`config.mk`:
```
export PLATFORM = sky130hd
export DESIGN_NAME = irq_controller
export DESIGN_NICKNAME = d
export VERILOG_FILES = /design/src/rtl/irq_controller.sv
export SDC_FILE = /design/constraint.sdc
export NUM_CORES = 1
export LEC_CHECK = 0
export CORE_AREA = 2 2 51 53
export CTS_BUF_LIST = sky130_fd_sc_hd__clkbuf_4
export DETAILED_ROUTE_END_ITERATION = 10
export DIE_AREA = 0 0 53 55
export SETUP_SLACK_MARGIN = 0.3
export SYNTH_ARGS = -nofsm -noshare
export SYNTH_HDL_FRONTEND = slang
export SYNTH_SLANG_ARGS = --single-unit
export TNS_END_PERCENT = 10
```
`constraint.sdc`:
```
create_clock -name CLOCK_50 -period 2.7 [get_ports CLOCK_50]
set_clock_uncertainty 0.15 [all_clocks]
set_input_delay 0.54 -clock CLOCK_50 [delete_from_list [all_inputs] [get_ports CLOCK_50]]
set_output_delay 0.54 -clock CLOCK_50 [all_outputs]
set_load 0.005 [all_outputs]
```
`src/rtl/irq_controller.sv`:
```
// rtl/irq_controller.sv - edge-capturing, maskable, fixed-priority interrupt controller
//
// Collects N_SRC rising-edge interrupt sources into pending bits, masks them and
// presents the lowest-index eligible source to the processor over a 4-phase
// ExtIRQ/ExtIAck handshake. A one-cycle src_ack pulse is returned to the source
// whose request was acknowledged.
//
// Ports:
//   CLOCK_50    in   1      system clock, rising edge
//   reset       in   1      asynchronous active-low reset
//   irq_src     in   N_SRC  interrupt lines, rising-edge sensitive
//   mask_we     in   1      mask register write strobe
//   mask_wdata  in   N_SRC  new mask value, 1 = enabled
//   ExtIAck     in   1      processor acknowledge (level)
//   ExtIRQ      out  1      registered interrupt request
//   irq_id      out  ID_W   requested source index, valid while ExtIRQ=1
//   src_ack     out  N_SRC  one-cycle acknowledge pulse to the served source
//   pending     out  N_SRC  raw pending bits (before masking)

module irq_controller #(
    parameter int N_SRC = 4,
    parameter int ID_W  = 2
) (
    input  logic             CLOCK_50,
    input  logic             reset,
    input  logic [N_SRC-1:0] irq_src,
    input  logic             mask_we,
    input  logic [N_SRC-1:0] mask_wdata,
    input  logic             ExtIAck,
    output logic             ExtIRQ,
    output logic [ID_W-1:0]  irq_id,
    output logic [N_SRC-1:0] src_ack,
    output logic [N_SRC-1:0] pending
);

    typedef enum logic [1:0] {
        IDLE = 2'd0,
        REQ  = 2'd1,
        ACKD = 2'd2
    } state_t;

    state_t             state;
    state_t             state_next;
    logic [N_SRC-1:0]   mask;
    logic [N_SRC-1:0]   prev;
    logic [N_SRC-1:0]   rise;
    logic [N_SRC-1:0]   eligible;
    logic [N_SRC-1:0]   clr;
    logic [N_SRC-1:0]   pending_next;
    logic [N_SRC-1:0]   src_ack_next;
    logic [ID_W-1:0]    winner;
    logic [ID_W-1:0]    irq_id_next;
    logic               any_eligible;
    logic               ext_irq_next;

    assign rise     = irq_src & ~prev;
    assign eligible = pending & mask;

    // Scan from the top down so the lowest set index is the last one written.
    always_comb begin
        winner       = '0;
        any_eligible = 1'b0;
        for (int i = N_SRC - 1; i >= 0; i--) begin
            if (eligible[i]) begin
                winner       = ID_W'(i);
                any_eligible = 1'b1;
            end
        end
    end

    always_comb begin
        state_next   = state;
        ext_irq_next = ExtIRQ;
        irq_id_next  = irq_id;
        src_ack_next = '0;
        clr          = '0;
        case (state)
            IDLE: begin
                ext_irq_next = 1'b0;
                if (any_eligible) begin
                    irq_id_next  = winner;
                    ext_irq_next = 1'b1;
                    state_next   = REQ;
                end
            end
            REQ: begin
                // irq_id is frozen here: no retraction once the request is visible.
                if (ExtIAck) begin
                    clr          = N_SRC'(1) << irq_id;
                    src_ack_next = N_SRC'(1) << irq_id;
                    ext_irq_next = 1'b0;
                    state_next   = ACKD;
                end
            end
            ACKD: begin
                ext_irq_next = 1'b0;
                if (!ExtIAck) begin
                    state_next = IDLE;
                end
            end
            default: begin
                ext_irq_next = 1'b0;
                state_next   = IDLE;
            end
        endcase
        // A new edge arriving on the acknowledge cycle wins over the clear.
        pending_next = (pending & ~clr) | rise;
    end

    always_ff @(posedge CLOCK_50 or negedge reset) begin
        if (!reset) begin
            state   <= IDLE;
            ExtIRQ  <= 1'b0;
            irq_id  <= '0;
            src_ack <= '0;
            pending <= '0;
            mask    <= '0;
            prev    <= '0;
        end else begin
            state   <= state_next;
            ExtIRQ  <= ext_irq_next;
            irq_id  <= irq_id_next;
            src_ack <= src_ack_next;
            pending <= pending_next;
            prev    <= irq_src;
            if (mask_we) begin
                mask <= mask_wdata;
            end
        end
    end

endmodule

```
==> out/qor.csv <==
stage;metric;value;unit
yosys;synth.top_cells.by_area;dfrtp_1, mux2_1, o21ai_1;
yosys;yosys.area.top_type;dfrtp_1;
cells_and_area;area_growth;37.9;%
cells_and_area;seq_area;526;µm²
setup_path;cp-end-kind;output port;
pwr;p_comb_share;33.6;%
cts;htreeDepth;1;
setup_path;cpMaxStageDelayCell;clkdlybuf4s50_1;
grt;grt_usage;11.5;%
pwr;switching_share;30.2;%
sta;min_period;2.03;ns
pwr;leakagePower;0.480;nW
setup_path;critPathKind;reg -> out;
setup_path;cp_top_family;buffers and inverters;
yosys;yosys_warnings;0;
worst_hold_path;hp-start;prev[2];
setup_path;crit_chain;clkdlybuf4s50_1;
setup_path;worst-path-max-fanout;7;
floorplan;coreArea;2360;µm²
cells_and_area;diodes;0;
floorplan;num_rows;18;
outcome;status;finished, final reports clean;
floorplan;dieArea;2920;µm²
grt;antenna_found_initial;0;
setup_path;critPathBufInv;1;
grt;grt_pass1_wl;2430;µm
yosys;netlist_area;778;µm²
cts;ctsResizeCount;0;
pwr;switching_power;0.287;mW
yosys;ys_types;20;
grt;gr-total-overflow;0;
cells_and_area;multi_input_area;230;µm²
cts;post-cts-setup-buffers;0;
floorplan;floorplan.initialDensity;32.9;%
drt;vias;530;
yosys;yosys_most_used_dff;dfrtp_1;
setup_path;critPathRequiredTime;2.01;ns
yosys;synthArstFlopShare;100;%
pwr;peakVddDrop;0.389;mV
drt;wl;1420;µm
cells_and_area;layout_common_cells;clkdlybuf4s50_1, dfrtp_1, inv_1, o21ai_1, nor2_1;
drt;drc;0;
yosys;synth.top_cell.area_share;67.5;%
yosys;syn_area_per_cell;12.8;µm²
sta;max_freq;0.492;GHz
cells_and_area;final_common_cell;clkdlybuf4s50_1;
setup_path;crit_path_max_incr_delay;0.55;ns
sta;tns;0;ns
cts;cts_made_buffers;3;
yosys;synthCells;61;
cts;cts_root_buffer;clkbuf_4;
yosys;seq_area_frac_synth;67.5;%
cells_and_area;nets;101;
pwr;seqPwrFrac;49.9;%
drt;dr.pass1.iters;2;
sta;slew_headroom;82.5;%
cts;cts_sinks;21;
cts;cts_hold_buffers;0;
pwr;p_int;0.663;mW
cells_and_area;num-fill-cells;227;
grt;grt_pass1_vias;551;
setup_path;timing.rr.start;state[1];
drt;drt_iter0_drc;1;
pwr;p_per_area;886;nW/µm²
cts;cts_tree;yes;
setup_path;arrival;1.34;ns
place;place.gp.congestion;0.685;
drt;final_antenna_net_count;0;
drt;post_drt_via_cell_ratio;4.49;
sta;tightest_slew;0.262;ns
sta;timing.final.ws_setup;0.669;ns
worst_hold_path;hold_class;reg -> reg;
place;place_hpwl;1050;µm
cts;clk_transition_reported_paths;0.11;ns
place;port_buffers;22;
yosys;syn_nets;73;
floorplan;die_h;55;µm
sta;final-hold-violation-count;0;
sta;slew_viol_final;0;
setup_path;cp-start-kind;flip-flop;
place;dpl_worst_slack;0.867;ns
sta;rsz0062_at_grt;false;
floorplan;die_x;53;µm
pwr;pwr-share-clk;16.6;%
cts;cts_buffer_depth;2;
cells_and_area;drive_gt1_share;7.95;%
yosys;synth-seq-cells;21;
cts;insertion_delay;0.29;ns
grt;grt_max_degree;22;
run;maxCapViolCount;0;
floorplan;ios;23;
sta;setup_viol;0;
setup_path;critPathLaunch;irq_id[0];
drt;post_drt_wl_per_cell;12.0;µm
sta;finalCritPeriodShare;75.2;%
yosys;synth_edf_count;0;
[sequential cells by signal, indices dropped and copies added (netlist names)]
register and flops:
irq_id 2, state 2, ExtIRQ 1, pending 4
prev 4, src_ack 4, mask 4
[Yosys cell counts (2+ instances only)]
| library cell | instances |
|---|---|
| o22a_1 | 2 |
| inv_1 | 6 |
| nand2_1 | 3 |
| mux2_1 | 4 |
| o21ai_1 | 6 |
| a21oi_1 | 2 |
| dfrtp_1 | 21 |
| nor2_1 | 5 |
[metal layers]
layer	vias to the layer above	track usage [%]	part of all wire, %
met2	14	17.1	45
met1	246	16.1	50
met5	-	0	0
met3	0	3.23	5.1
li1	270	-	-
met4	0	3.85	0
[power by group through the flow]
stage / logic (mW) / clock network, mW / registers [mW]
after floorplan: 0.153 / 0 / 0.468
after global placement: 0.319 / 0 / 0.483
after detailed placement: 0.322 / 0 / 0.482
after CTS: 0.325 / 0.164 / 0.477
after global routing: 0.357 / 0.175 / 0.493
final: 0.319 / 0.158 / 0.474
[layout make-up]
class | instances | share of cell area (%)
multi-input cells | 34 | 21.4
repair buffers | 23 | 21.2
well taps | 30 | 3.50
inverters | 6 | 2.10
flip-flops and latches | 21 | 49.0
clock buffers | 4 | 2.80
[stage by stage]
stage / power, mW / util, % / cells / hold WS [ns] / area, µm²
2_1_floorplan: 0.620 / - / 61 / 0.0944 / 778
3_3_place_gp: 0.802 / 44.1 / 114 / 0.245 / 1040
3_5_place_dp: 0.805 / 44.1 / 114 / 0.250 / 1040
4_1_cts: 0.966 / 45.4 / 118 / 0.260 / 1070
5_1_grt: 1.02 / 45.4 / 118 / 0.284 / 1070
6_report: 0.951 / 45.4 / 118 / 0.258 / 1070
[final timing paths]
path | cells after the start | slack (ns) | endpoint
max | 1 | 0.67 | irq_id[0]
min | 1 | 0.26 | pending[2]
max reg2reg | 3 | 1.45 | pending[1]
min reg2reg | 1 | 0.26 | pending[2]
max in group asynchronous | 2 | 1.77 | src_ack[3]
min in group asynchronous | 2 | 0.42 | mask[2]
[logic make-up after synthesis]
family                 Yosys count  share of synthesized area [%]
buffers and inverters            6                           2.89
AND/OR/NAND/NOR                 14                           10.1
AO/OA/AOI/OAI                   16                           13.7
multiplexers                     4                           5.79
flip-flops                      21                           67.5
Note: power is estimated with default switching activity, not from simulation.
